[src/rtl/parking_gate_controller.sv]
// Parking gate front-end: debounces the entry/exit loop sensors, qualifies each
// vehicle with a card read, opens the barriers and serializes car_entered /
// car_exited event pulses so that at most one event is emitted per cycle.
//
// Ports:
//   clk, reset                  rising-edge clock, asynchronous active-high reset
//   entry_sensor, exit_sensor   raw loop sensors (1 = vehicle present)
//   *_card_valid, *_card_uni    one-cycle card read pulse and its class
//   uni_is_vacated_space        a uni space is free (checked at entry card read)
//   is_vacated_space            a non-uni space is free (checked at entry card read)
//   car_entered/car_exited      one-cycle event pulses, with is_uni_* class flags
//   entry_gate_open/exit_gate_open  barrier commands
//   entry_denied                one-cycle pulse: entry card read, no space of that class
module parking_gate_controller #(
    parameter int unsigned DEBOUNCE_CYCLES = 4,
    parameter int unsigned GATE_TIMEOUT    = 1000,
    parameter int unsigned TMR_W           = 16
) (
    input  logic clk,
    input  logic reset,
    input  logic entry_sensor,
    input  logic entry_card_valid,
    input  logic entry_card_uni,
    input  logic exit_sensor,
    input  logic exit_card_valid,
    input  logic exit_card_uni,
    input  logic uni_is_vacated_space,
    input  logic is_vacated_space,
    output logic car_entered,
    output logic is_uni_car_entered,
    output logic car_exited,
    output logic is_uni_car_exited,
    output logic entry_gate_open,
    output logic exit_gate_open,
    output logic entry_denied
);

    localparam int unsigned DbW = $clog2(DEBOUNCE_CYCLES + 1);

    typedef enum logic [1:0] {StIdle, StWaitCard, StOpen, StPass} gate_st_e;

    // Index 0 = entry gate, index 1 = exit gate.
    logic [1:0]       sens_raw, card_v, card_u, accept;
    logic [1:0]       sync1_q, sync2_q;
    logic [1:0]       deb_q, deb_d, deb_rise, deb_fall;
    logic [DbW-1:0]   db_cnt_q [2];
    logic [DbW-1:0]   db_cnt_d [2];
    gate_st_e         st_q [2];
    gate_st_e         st_d [2];
    logic [TMR_W-1:0] tmr_q [2];
    logic [TMR_W-1:0] tmr_d [2];
    logic [1:0]       cls_q, cls_d;
    logic [1:0]       gate_q, gate_d;
    logic [1:0]       pass_req;
    logic             denied_q, denied_d;
    logic             pend_q, pend_d, pend_uni_q, pend_uni_d;
    logic             ent_q, ent_d, ent_uni_q, ent_uni_d;
    logic             ext_q, ext_d, ext_uni_q, ext_uni_d;
    logic             ent_src, ent_src_uni;

    assign sens_raw = {exit_sensor, entry_sensor};
    assign card_v   = {exit_card_valid, entry_card_valid};
    assign card_u   = {exit_card_uni, entry_card_uni};
    // Exit cards are always accepted; entry needs a free space of the card's class.
    assign accept   = {1'b1, entry_card_uni ? uni_is_vacated_space : is_vacated_space};

    // Debounce: the level flips on the DEBOUNCE_CYCLES-th consecutive differing sample.
    always_comb begin
        for (int i = 0; i < 2; i++) begin
            deb_d[i]    = deb_q[i];
            db_cnt_d[i] = '0;
            if (sync2_q[i] != deb_q[i]) begin
                if (db_cnt_q[i] == DbW'(DEBOUNCE_CYCLES - 1)) begin
                    deb_d[i] = sync2_q[i];
                end else begin
                    db_cnt_d[i] = db_cnt_q[i] + 1'b1;
                end
            end
        end
    end

    assign deb_rise = deb_d & ~deb_q;
    assign deb_fall = ~deb_d & deb_q;

    // Gate FSMs
    always_comb begin
        denied_d = 1'b0;
        pass_req = '0;
        cls_d    = cls_q;
        for (int i = 0; i < 2; i++) begin
            st_d[i]  = st_q[i];
            tmr_d[i] = tmr_q[i];
            case (st_q[i])
                StIdle: begin
                    if (deb_rise[i]) begin
                        st_d[i]  = StWaitCard;
                        tmr_d[i] = '0;
                    end
                end
                StWaitCard: begin
                    if (deb_fall[i] || tmr_q[i] == TMR_W'(GATE_TIMEOUT - 1)) begin
                        st_d[i] = StIdle;
                    end else begin
                        tmr_d[i] = tmr_q[i] + 1'b1;
                        if (card_v[i]) begin
                            if (accept[i]) begin
                                cls_d[i] = card_u[i];
                                st_d[i]  = StOpen;
                                tmr_d[i] = '0;
                            end else begin
                                // Only the entry gate can refuse; timer keeps running.
                                denied_d = 1'b1;
                            end
                        end
                    end
                end
                StOpen: begin
                    if (deb_fall[i]) begin
                        st_d[i] = StPass;
                    end else if (tmr_q[i] == TMR_W'(GATE_TIMEOUT - 1)) begin
                        st_d[i] = StIdle;
                    end else begin
                        tmr_d[i] = tmr_q[i] + 1'b1;
                    end
                end
                StPass: begin
                    pass_req[i] = 1'b1;
                    st_d[i]     = StIdle;
                end
                default: st_d[i] = StIdle;
            endcase
            gate_d[i] = (st_d[i] == StOpen);
        end
    end

    // Event arbiter: exit wins; a colliding entry event waits in the pending slot.
    always_comb begin
        ext_d       = pass_req[1];
        ext_uni_d   = pass_req[1] & cls_q[1];
        ent_src     = pend_q | pass_req[0];
        ent_src_uni = pend_q ? pend_uni_q : cls_q[0];
        ent_d       = 1'b0;
        ent_uni_d   = 1'b0;
        pend_d      = 1'b0;
        pend_uni_d  = 1'b0;
        if (ent_src) begin
            if (pass_req[1]) begin
                pend_d     = 1'b1;
                pend_uni_d = ent_src_uni;
            end else begin
                ent_d     = 1'b1;
                ent_uni_d = ent_src_uni;
            end
        end
    end

    always_ff @(posedge clk or posedge reset) begin
        if (reset) begin
            sync1_q    <= '0;
            sync2_q    <= '0;
            deb_q      <= '0;
            cls_q      <= '0;
            gate_q     <= '0;
            denied_q   <= 1'b0;
            pend_q     <= 1'b0;
            pend_uni_q <= 1'b0;
            ent_q      <= 1'b0;
            ent_uni_q  <= 1'b0;
            ext_q      <= 1'b0;
            ext_uni_q  <= 1'b0;
            for (int i = 0; i < 2; i++) begin
                db_cnt_q[i] <= '0;
                st_q[i]     <= StIdle;
                tmr_q[i]    <= '0;
            end
        end else begin
            sync1_q    <= sens_raw;
            sync2_q    <= sync1_q;
            deb_q      <= deb_d;
            cls_q      <= cls_d;
            gate_q     <= gate_d;
            denied_q   <= denied_d;
            pend_q     <= pend_d;
            pend_uni_q <= pend_uni_d;
            ent_q      <= ent_d;
            ent_uni_q  <= ent_uni_d;
            ext_q      <= ext_d;
            ext_uni_q  <= ext_uni_d;
            for (int i = 0; i < 2; i++) begin
                db_cnt_q[i] <= db_cnt_d[i];
                st_q[i]     <= st_d[i];
                tmr_q[i]    <= tmr_d[i];
            end
        end
    end

    assign car_entered        = ent_q;
    assign is_uni_car_entered = ent_uni_q;
    assign car_exited         = ext_q;
    assign is_uni_car_exited  = ext_uni_q;
    assign entry_gate_open    = gate_q[0];
    assign exit_gate_open     = gate_q[1];
    assign entry_denied       = denied_q;

endmodule

[config.mk]
export PLATFORM = sky130hd
export DESIGN_NAME = parking_gate_controller
export DESIGN_NICKNAME = d
export VERILOG_FILES = /design/src/rtl/parking_gate_controller.sv
export SDC_FILE = /design/constraint.sdc
export NUM_CORES = 1
export LEC_CHECK = 0
export BUFFER_PORTS_ARGS = -buffer_cell sky130_fd_sc_hd__buf_2
export CAP_MARGIN = 20
export CORE_ASPECT_RATIO = 0.9
export CORE_MARGIN = 10
export CORE_UTILIZATION = 50
export DETAILED_ROUTE_END_ITERATION = 8
export GPL_ROUTABILITY_DRIVEN = 0
export PLACE_DENSITY_LB_ADDON = 0.05
export RECOVER_POWER = 100
export SLEW_MARGIN = 20
export SYNTH_ARGS = -nofsm -noshare
export SYNTH_HDL_FRONTEND = slang
export SYNTH_SLANG_ARGS = --single-unit
[constraint.sdc]
create_clock -name clk -period 2.1 [get_ports clk]
set_input_delay 0.42 -clock clk [delete_from_list [all_inputs] [get_ports clk]]
set_output_delay 0.42 -clock clk [all_outputs]
set_load 0.02 [all_outputs]
==> out/summary.txt <==
DIE WIDTH -> 104 um
Cell with the most instances after synthesis -> dfrtp_1
Global-route wire length before repair -> 12.2 mm
Tcrit/Tclk final -> 102%
Worst slew pin tran -> 0.911 ns
Compound-cell area share of the yosys netlist -> 19.3%
Required time of the worst setup path -> 2.31 ns
Syn Nets -> 352
Top_reg_cell synth -> dfrtp_1
Synth area leaders -> dfrtp_1, ha_1, o21ai_0, o31ai_1, nand2_1
Initial antenna violation count -> 0
GRT busiest layer -> met2
Clk slew on worst S/H paths -> 0.07 ns
CP max stage delay -> 0.45 ns
Crit path arrival time -> 2.36 ns
Tmin final -> 2.15 ns
Cells along the critical path -> ha_2 -> or4b_1 -> or4_4 -> a41oi_4 -> nand2b_4 -> buf_6 -> o41ai_1
Slew headroom -> 39.3%
Met3 GRT Util -> 5.12%
Worst reg2reg setup slack -> -0.05 ns
Die H -> 95.2 um
FF-to-FF path depth -> 7
Starting Density -> 51.4%
Crit. End Element -> flop
Mux contribution to synthesized area -> 1.43%
Synth warn -> 0
Crit path buf inv count -> 1
# rows -> 27
Post-Synth Simple-Gate Area -> 23.2%
Synthesis-stage register bit count -> 59
RSZ-0062 raised after global routing -> true
Post-Syn Instances -> 330
Sequential Area -> 0.00148 sq mm
Asr flop ratio synth -> 100%
Global route total overflow -> 0
Post-DRT Antenna Nets -> 0
Detailed Routing Iterations Pass 1 -> 5
Final setup vio count -> 20
WP depth -> 7
R2R Path End -> tmr_q[6]
I/O Pins -> 17
Post-layout net count -> 421
Num CTS Buffers -> 9
Vias in the first global route -> 2606
Worst Setup Start Kind -> flop
Failing checks -> setup timing
Yosys top cell area share -> 47.0%
Dpl ws -> -0.0809 ns
Multi-input gate area -> 0.00167 sq mm
Maxcap violations -> 0
CTS Hold Bufs -> 0
Clock tree sinks -> 59
DIE AREA -> 0.00986 sq mm
Port bufs -> 16
Setup WS post-layout -> -0.0490 ns
Run status -> finished with violations
Synth area leader -> dfrtp_1
Root buffer cell -> clkbuf_8
Final hold vios -> 0
Drt wl/cell -> 14.8 um
DRC Markers -> 0
Clk buf depth -> 2
Syn Std Cell Area -> 0.00314 sq mm
Slowest-stage cell, CP -> or4_4
Power Dens Cells -> 1030 mW/mm^2
GRT met2 Usage -> 24.3%
Total leakage power -> 1.77 nW
Maximum VDD drop -> 593 uV
CTS tree -> done
Slew Limit Fails -> 0
Post-Synth XOR/XNOR Area -> 0.557%
Core ar. -> 0.00611 sq mm
Drt initial violations -> 165
Launching point of the worst reg2reg path -> tmr_q[1]
P&R area growth vs syn -> 25.4%
Inserted Diodes -> 0
Yosys cell types -> 47
Total track usage -> 15.1%
Met1 usage -> 19.0%
Max H-tree Level -> 3
Cell family with most CP delay -> simple AND/OR/NAND/NOR gates
Seq/Total Area, Yosys -> 47.0%
Largest family of logic cells by synthesized area -> simple AND/OR/NAND/NOR gates
Setup_tns -> -0.367 ns
Final Skew -> 0.0120 ns
Largest net degree at the start of global routing -> 18
Routed WL -> 7.28 mm
Vias -> 2778
Worst-path fanout max -> 5
FMAX -> 465 MHz
Clock Latency Late Sink -> 0.34 ns
Post-synth EDFFs -> 0
Placed wire-length estimate -> 5.23 mm
Share of layout cells above drive strength 1 -> 24.5%
Avg Inst Size Synth -> 9.53 sq um
Hold Path Class -> in2async
DR vias/cell -> 5.66
Crit Path Class -> reg2reg
Most instantiated cells after synthesis -> dfrtp_1, nand2_1, o21ai_0, nor2_1, nand3_1
Fill cells -> 506
Utilization after layout -> 64.5%
Adder-cell share of the synthesized area -> 4.78%
registers in the layout, indices dropped and copies added (netlist names), 2 cells and up:
signal / flops
sync1_q: 2
st_q: 4
db_cnt_q: 6
gate_q: 2
cls_q: 2
sync2_q: 2
deb_q: 2
tmr_q: 32
layer usage:
| metal | vias up | wire, um |
|---|---|---|
| li1 | 1367 | - |
| met2 | 74 | 3380 |
| met4 | 0 | 74 |
| met1 | 1327 | 3430 |
| met3 | 10 | 392 |
| met5 | - | 0 |
layout make-up:
class | instances | share of cell area [%]
Multi-Input combinational cell | 247 | 42.2
Sequential cell | 59 | 37.4
Clock inverter | 5 | 0.730
Timing Repair Buffer | 68 | 11.9
Clock buffer | 11 | 3.59
Tap cell | 87 | 2.76
Inverter | 14 | 1.33
cell families after synthesis:
logic type      count (synthesis)
flops                          59
simple gates                  135
compound gates                 94
buf+inv                        24
fa+ha+maj                      12
mux                             4
xor+xnor                        2
where the power goes:
group | internal (W) | total, W | switching, W
clock | 0.000454 | 0.000911 | 0.000457
sequential | 0.00130 | 0.00144 | 0.000141
combinational | 0.000775 | 0.00170 | 0.000928
through the flow:
| stage | total power (W) | hold WS (ns) | instance area [sq um] | cells |
|---|---|---|---|---|
| after floorplan | 0.00250 | 0.331 | 3150 | 330 |
| after global placement | 0.00303 | 0.331 | 3650 | 473 |
| after detailed placement | 0.00307 | 0.335 | 3650 | 473 |
| after CTS | 0.00404 | 0.0501 | 3870 | 490 |
| after global routing | 0.00434 | 0.165 | 3940 | 491 |
| final | 0.00406 | 0.142 | 3940 | 491 |
worst max path at each step:
stage / from / to / slack (ns)
floorplan: tmr_q[0] / tmr_q[6] / 0.003
global placement: tmr_q[10] / gate_q[1] / -0.1
detailed placement: tmr_q[1] / tmr_q[5] / -0.08
CTS: tmr_q[1] / tmr_q[5] / -0.08
global route: tmr_q[31] / tmr_q[26] / -0.10
finish: tmr_q[1] / tmr_q[6] / -0.05
placed cells by master, fill, tap and decap left out, drive strengths merged, types with 3 or more instances in the layout:
cell,instances
nand4,7
dfrtp,59
a41oi,3
clkinv,5
clkbuf,24
nor3,5
nor4,5
nor3b,5
and2,4
o41ai,5
buf,55
o31ai,16
ha,12
o21ai,36
nor2,26
mux2,4
or4,9
nand2,28
nand2b,7
a31oi,10
a21oi,13
nand3,19
nor2b,7
inv,14
what timing repair did:
item | in CTS | in global routing
pin swaps | 2 | 12
setup buffers | 0 | 1
gates cloned | 1 | 0
setup endpoints to repair | 24 | 36
endpoints found under the hold margin | 0 | 0
resized for setup | 12 | 26
Note: power is estimated with default switching activity, not from simulation.
